===== src/rtl/ram_arbiter_if.sv =====
// ----------------------------------------------------------------------------
// ram_arbiter_if
// Requester-side bus of the shared-RAM arbiter. There is one instance per
// requester: A and B each have their own.
//   req    master -> slave  access request, held until gnt
//   we     master -> slave  1 = write, 0 = read
//   addr   master -> slave  word address
//   wdata  master -> slave  write data
//   gnt    slave -> master  1-cycle pulse: command accepted
//   rvalid slave -> master  1-cycle pulse: rdata carries fresh read data
//   rdata  slave -> master  last read data, held until the next read
// ----------------------------------------------------------------------------
interface ram_arbiter_if #(
    parameter int ADDR_W = 2,
    parameter int DATA_W = 2
) ();
    logic              req;
    logic              we;
    logic [ADDR_W-1:0] addr;
    logic [DATA_W-1:0] wdata;
    logic              gnt;
    logic              rvalid;
    logic [DATA_W-1:0] rdata;

    modport master (
        output req, we, addr, wdata,
        input  gnt, rvalid, rdata
    );

    modport slave (
        input  req, we, addr, wdata,
        output gnt, rvalid, rdata
    );
endinterface


===== src/rtl/ram_arbiter.sv =====
// ----------------------------------------------------------------------------
// ram_arbiter
// Round-robin arbiter that lets two requesters (A, B) share one single-port
// RAM with a combinational read path. In IDLE the module takes the winner's
// command and pulses that requester's gnt. It then spends exactly one ACCESS
// cycle with the command on the RAM pins. For a read, the RAM data is
// captured at the end of ACCESS and rvalid is pulsed in the following cycle.
// Every output comes straight from a register.
//   clk        system clock, rising edge
//   rst_n      asynchronous active-low reset
//   a_if, b_if requester buses (slave side)
//   ram_cs     RAM chip select (high only in ACCESS)
//   ram_wr     RAM write strobe (high only in ACCESS of a write)
//   ram_addr   RAM address; holds the last command while idle
//   ram_wdata  RAM write data; holds the last command while idle
//   ram_rdata  RAM read data, combinational from ram_addr
// ----------------------------------------------------------------------------
module ram_arbiter #(
    parameter int ADDR_W = 2,
    parameter int DATA_W = 2
) (
    input  logic              clk,
    input  logic              rst_n,
    ram_arbiter_if.slave      a_if,
    ram_arbiter_if.slave      b_if,
    output logic              ram_cs,
    output logic              ram_wr,
    output logic [ADDR_W-1:0] ram_addr,
    output logic [DATA_W-1:0] ram_wdata,
    input  logic [DATA_W-1:0] ram_rdata
);

    typedef enum logic {
        IDLE   = 1'b0,
        ACCESS = 1'b1
    } state_t;

    state_t state_reg, state_next;

    // Each requester's inputs are collected into arrays indexed by port
    // (0 = A, 1 = B). The datapath then needs only one index and no
    // per-port copies.
    logic [1:0]        req;
    logic              we_in    [2];
    logic [ADDR_W-1:0] addr_in  [2];
    logic [DATA_W-1:0] wdata_in [2];

    assign req         = {b_if.req, a_if.req};
    assign we_in[0]    = a_if.we;
    assign we_in[1]    = b_if.we;
    assign addr_in[0]  = a_if.addr;
    assign addr_in[1]  = b_if.addr;
    assign wdata_in[0] = a_if.wdata;
    assign wdata_in[1] = b_if.wdata;

    // Registered outputs and command/arbitration state
    logic [1:0]        gnt_reg,    gnt_next;
    logic [1:0]        rvalid_reg, rvalid_next;
    logic [DATA_W-1:0] rdata_reg  [2];
    logic [DATA_W-1:0] rdata_next [2];
    logic              cs_reg,     cs_next;
    logic              wr_reg,     wr_next;
    logic [ADDR_W-1:0] addr_reg,   addr_next;
    logic [DATA_W-1:0] wdata_reg,  wdata_next;
    logic              owner_reg,  owner_next;          // port that owns the access
    logic              last_grant_b_reg, last_grant_b_next;  // 1: B won last

    // Winner when IDLE and at least one request is present. If both request,
    // the port that did not win last time goes first.
    logic win_b;
    assign win_b = req[1] && (!req[0] || !last_grant_b_reg);

    // ------------------------------------------------------------------
    // State register
    // ------------------------------------------------------------------
    always_ff @(posedge clk or negedge rst_n) begin
        if (!rst_n) begin
            state_reg <= IDLE;
        end else begin
            state_reg <= state_next;
        end
    end

    // ------------------------------------------------------------------
    // Next-state logic
    // ------------------------------------------------------------------
    always_comb begin
        state_next = state_reg;
        case (state_reg)
            IDLE:    if (|req) state_next = ACCESS;
            ACCESS:  state_next = IDLE;
            default: state_next = IDLE;
        endcase
    end

    // ------------------------------------------------------------------
    // Output logic. It computes the values that the output registers load
    // at the next edge.
    // ------------------------------------------------------------------
    always_comb begin
        gnt_next          = '0;
        rvalid_next       = '0;
        rdata_next        = rdata_reg;
        cs_next           = 1'b0;
        wr_next           = 1'b0;
        addr_next         = addr_reg;
        wdata_next        = wdata_reg;
        owner_next        = owner_reg;
        last_grant_b_next = last_grant_b_reg;
        case (state_reg)
            IDLE: begin
                if (|req) begin
                    gnt_next[win_b]   = 1'b1;
                    cs_next           = 1'b1;
                    wr_next           = we_in[win_b];
                    addr_next         = addr_in[win_b];
                    wdata_next        = wdata_in[win_b];
                    owner_next        = win_b;
                    last_grant_b_next = win_b;
                end
            end
            ACCESS: begin
                // wr_reg still holds the command type during ACCESS
                if (!wr_reg) begin
                    rvalid_next[owner_reg] = 1'b1;
                    rdata_next[owner_reg]  = ram_rdata;
                end
            end
            default: ;
        endcase
    end

    always_ff @(posedge clk or negedge rst_n) begin
        if (!rst_n) begin
            gnt_reg          <= '0;
            rvalid_reg       <= '0;
            rdata_reg[0]     <= '0;
            rdata_reg[1]     <= '0;
            cs_reg           <= 1'b0;
            wr_reg           <= 1'b0;
            addr_reg         <= '0;
            wdata_reg        <= '0;
            owner_reg        <= 1'b0;
            last_grant_b_reg <= 1'b1;
        end else begin
            gnt_reg          <= gnt_next;
            rvalid_reg       <= rvalid_next;
            rdata_reg[0]     <= rdata_next[0];
            rdata_reg[1]     <= rdata_next[1];
            cs_reg           <= cs_next;
            wr_reg           <= wr_next;
            addr_reg         <= addr_next;
            wdata_reg        <= wdata_next;
            owner_reg        <= owner_next;
            last_grant_b_reg <= last_grant_b_next;
        end
    end

    assign a_if.gnt    = gnt_reg[0];
    assign b_if.gnt    = gnt_reg[1];
    assign a_if.rvalid = rvalid_reg[0];
    assign b_if.rvalid = rvalid_reg[1];
    assign a_if.rdata  = rdata_reg[0];
    assign b_if.rdata  = rdata_reg[1];
    assign ram_cs      = cs_reg;
    assign ram_wr      = wr_reg;
    assign ram_addr    = addr_reg;
    assign ram_wdata   = wdata_reg;

endmodule


===== src/flat_wrapper.sv =====
// flat-port wrapper written by rule: the top's interface ports become plain ports
module ram_arbiter_flat 
#(
    parameter int ADDR_W = 2,
    parameter int DATA_W = 2
)
  (clk, rst_n, ram_cs, ram_wr, ram_addr, ram_wdata, ram_rdata, a_if_req, a_if_we, a_if_addr, a_if_wdata, a_if_gnt, a_if_rvalid, a_if_rdata, b_if_req, b_if_we, b_if_addr, b_if_wdata, b_if_gnt, b_if_rvalid, b_if_rdata);
  ram_arbiter_if #(.ADDR_W(ADDR_W), .DATA_W(DATA_W)) a_if_i ();
  ram_arbiter_if #(.ADDR_W(ADDR_W), .DATA_W(DATA_W)) b_if_i ();
  input  logic clk;
  input  logic rst_n;
  output logic ram_cs;
  output logic ram_wr;
  output logic [ADDR_W-1:0] ram_addr;
  output logic [DATA_W-1:0] ram_wdata;
  input  logic [DATA_W-1:0] ram_rdata;
  input wire logic [$bits(a_if_i.req)-1:0] a_if_req;
  input wire logic [$bits(a_if_i.we)-1:0] a_if_we;
  input wire logic [$bits(a_if_i.addr)-1:0] a_if_addr;
  input wire logic [$bits(a_if_i.wdata)-1:0] a_if_wdata;
  output wire logic [$bits(a_if_i.gnt)-1:0] a_if_gnt;
  output wire logic [$bits(a_if_i.rvalid)-1:0] a_if_rvalid;
  output wire logic [$bits(a_if_i.rdata)-1:0] a_if_rdata;
  input wire logic [$bits(b_if_i.req)-1:0] b_if_req;
  input wire logic [$bits(b_if_i.we)-1:0] b_if_we;
  input wire logic [$bits(b_if_i.addr)-1:0] b_if_addr;
  input wire logic [$bits(b_if_i.wdata)-1:0] b_if_wdata;
  output wire logic [$bits(b_if_i.gnt)-1:0] b_if_gnt;
  output wire logic [$bits(b_if_i.rvalid)-1:0] b_if_rvalid;
  output wire logic [$bits(b_if_i.rdata)-1:0] b_if_rdata;
  assign a_if_i.req = a_if_req;
  assign a_if_i.we = a_if_we;
  assign a_if_i.addr = a_if_addr;
  assign a_if_i.wdata = a_if_wdata;
  assign a_if_gnt = a_if_i.gnt;
  assign a_if_rvalid = a_if_i.rvalid;
  assign a_if_rdata = a_if_i.rdata;
  assign b_if_i.req = b_if_req;
  assign b_if_i.we = b_if_we;
  assign b_if_i.addr = b_if_addr;
  assign b_if_i.wdata = b_if_wdata;
  assign b_if_gnt = b_if_i.gnt;
  assign b_if_rvalid = b_if_i.rvalid;
  assign b_if_rdata = b_if_i.rdata;
  ram_arbiter #(.ADDR_W(ADDR_W), .DATA_W(DATA_W)) u_core (.clk(clk), .rst_n(rst_n), .a_if(a_if_i), .b_if(b_if_i), .ram_cs(ram_cs), .ram_wr(ram_wr), .ram_addr(ram_addr), .ram_wdata(ram_wdata), .ram_rdata(ram_rdata));
endmodule

===== config.mk =====
export PLATFORM = sky130hd
export DESIGN_NAME = ram_arbiter_flat
export DESIGN_NICKNAME = d
export VERILOG_FILES = /design/src/rtl/ram_arbiter_if.sv /design/src/rtl/ram_arbiter.sv /design/src/flat_wrapper.sv
export SDC_FILE = /design/constraint.sdc
export NUM_CORES = 1
export LEC_CHECK = 0
export CAP_MARGIN = 20
export CORE_MARGIN = 2
export CORE_UTILIZATION = 38
export DETAILED_ROUTE_END_ITERATION = 10
export HOLD_SLACK_MARGIN = 0.1
export PLACE_DENSITY_LB_ADDON = 0.2
export REMOVE_ABC_BUFFERS = 1
export SLEW_MARGIN = 20
export SYNTH_ARGS = -nofsm -noshare
export SYNTH_HDL_FRONTEND = slang
export SYNTH_SLANG_ARGS = --single-unit

===== constraint.sdc =====
create_clock -name clk -period 1.3 [get_ports clk]
set_clock_uncertainty 0.05 [all_clocks]
set_input_delay 0.26 -clock clk [delete_from_list [all_inputs] [get_ports clk]]
set_output_delay 0.26 -clock clk [all_outputs]
set_load 0.005 [all_outputs]

==> impl_metrics.tcl <==
set metrics [dict create \
    clk_latency_ns 0.28 \
    crit_buf_inv 2 \
    status "complete, no violations" \
    grt_pass1_wl_um 2230 \
    critPathArrivalTime_ns 1.42 \
    syn2layout_area_growth_pct 69.5 \
    grt_pass1_vias 520 \
    yosysTopAreaCell "dfrtp_1" \
    ios 30 \
    cts_tree "done" \
    cp_top_family "flip-flops" \
    syn_area_sq_um 623 \
    initial_core_util 0.409 \
    place_hpwl_um 1020 \
    layout_common_cells "clkdlybuf4s50_1, dfrtp_1, dlygate4sd2_1, nand2_1, buf_4" \
    syn_inst 49 \
    port_buffers 29 \
    gp_congestion 0.749 \
    finalSetupViolations 0 \
    synth_compound_area_frac 0.149 \
    rows 14 \
    hold_violations 0 \
    critPathRequiredTime_ns 1.43 \
    synth_xor_area_frac 0 \
    seq_area_frac_synth 0.645 \
    vias 521 \
    dieArea_sq_um 1980 \
    drive_gt1_frac 0.256 \
    worst_pin_slew_ns 0.250 \
    synth_fa_ha_area_frac 0 \
    synth-seq-cells 16 \
    ys_types 17 \
    relSlewSlack 0.833 \
    syn_area_per_cell_sq_um 12.7 \
    p_per_area_nw_per_um2 1420 \
    firstDrtPassIters 3 \
    synthMuxAreaShare 0.0723 \
    fmax_mhz 772 \
    core_sq_um 1520 \
    cts_root_buf "clkbuf_4" \
    layout_setup_ws_ns 0.00453 \
    synth_top_family_by_area "compound AO/OA/AOI/OAI gates" \
    wire_per_inst_um 12.7 \
    drcViolationCount 0 \
    total_power_uw 1500 \
    fin_crit_sh 0.997 \
    grt_max_degree 17 \
    hold_path_class "in -> async" \
    fin_setup_tns_ns 0 \
    synth_top_area_share 0.602 \
    max-vdd-ir-drop_mv 0.707 \
    rsz0062_at_grt "yes" \
    maxSlewViolCount 0 \
    drt-initial-drc-count 8 \
    track_usage 0.156 \
    path_cells "buf_6 -> inv_2 -> nor3_4 -> mux2_2" \
    htreeDepth 1 \
    pre_cts_ws_ns -0.181 \
    antenna_found_initial 0 \
    drt_wl_total_um 1350 \
    maxCapViolCount 0 \
    ant_nets 0 \
    crit_type "reg -> reg" \
    fin_crit_ns 1.30 \
    die_w_um 44.5 \
    clock_path_buffers 2 \
    p_leak_uw 0.000514 \
    cpPeakStageDelay_ns 0.40 \
    crit_fanout 4 \
    synth_simple_gate_area_frac 0.116 \
    crit_path_start_kind "flop" \
    grt_overflow 0 \
    clock_sinks 16 \
    holdBufCountCts 0 \
    chipHeight_um 44.5 \
    layout.nets 107 \
    clk_pin_slew_ns 0.10 \
    n_antenna_cell 0 \
    synth_area_leaders "dfrtp_1, mux2_2, dfstp_2" \
    cts_buffers 3 \
    synth_warnings 0 \
    via_per_inst 4.92 \
    cp-end-kind "flop" \
    slowest_stage "dfrtp_1" \
]
[worst paths after layout]
path,startpoint,endpoint,slack [ns],depth (start not counted)
setup / recovery,u_core.ram_cs$_DFF_PN0_,u_core.a_if.rdata[0]$_DFFE_PN0P_,0.005,4
hold / removal,rst_n,u_core.ram_wdata[0]$_DFFE_PN0P_,0.25,2
setup reg to reg,u_core.ram_cs$_DFF_PN0_,u_core.a_if.rdata[0]$_DFFE_PN0P_,0.005,4
hold reg to reg,u_core.ram_addr[0]$_DFFE_PN0P_,u_core.ram_addr[0]$_DFFE_PN0P_,0.44,2
max in group asynchronous,rst_n,u_core.last_grant_b_reg$_DFFE_PN1P_,0.75,2
min in group clk,u_core.ram_addr[0]$_DFFE_PN0P_,u_core.ram_addr[0]$_DFFE_PN0P_,0.44,2
[layer usage]
| metal | wire, um | up-vias | global-route usage | share of wire |
|---|---|---|---|---|
| li1 | - | 258 | - | - |
| met1 | 552 | 246 | 0.191 | 0.41 |
| met2 | 721 | 17 | 0.264 | 0.53 |
| met3 | 75 | 0 | 0.0408 | 0.056 |
| met4 | 0 | 0 | 0.0545 | 0 |
| met5 | 0 | - | 0 | 0 |
[power by group]
group	total (uW)	internal, uW	switching, uW
Clock	330	170	160
Combinational	471	294	177
Sequential	700	630	70.4
[what timing repair did]
action                                 CTS  global route
endpoints found under the hold margin    0             0
resized for setup                       14             6
setup buffers                            2             1
pin swaps                                1             3
setup endpoints to repair               14             6
[kinds of logic after synthesis]
kind of cell | after synthesis
muxes | 4
and+or+nand+nor | 14
DFF | 16
AOI/OAI and AO/OA | 12
buffers and inverters | 3
[cell usage after synthesis (all sizes together)]
master,instances
a21bo,1
inv,3
dfrtp,15
a21boi,1
nand2,6
a21oi,4
mux2,4
a21o,1
nand3b,1
a31oi,1
a32oi,3
o21bai,1
nor3,1
nor2,3
dfstp,1
nand3,3
[worst register-to-register path, stage by stage (launching register included)]
cell     delay (ns)
dfrtp_1        0.40
buf_6          0.13
inv_2          0.05
nor3_4         0.22
mux2_2         0.35
[per-stage QoR]
| stage | hold slack [ns] | util | area (sq um) | instances |
|---|---|---|---|---|
| after global routing | 0.244 | 0.693 | 1060 | 106 |
| after detailed placement | 0.432 | 0.645 | 983 | 99 |
| after CTS | 0.249 | 0.667 | 1020 | 105 |
| after floorplan | -0.0856 | - | 623 | 49 |
| after global placement | 0.430 | 0.645 | 983 | 99 |
| final | 0.250 | 0.693 | 1060 | 106 |
[final cells by class]
type | count | area [sq um]
clock buffer | 4 | 36.3
fill | 120 | 468
inverter | 3 | 11.3
multi-input combinational | 30 | 233
sequential | 16 | 402
tap | 16 | 20.0
timing repair buffer | 37 | 354
(Power assumes the default switching activity.)
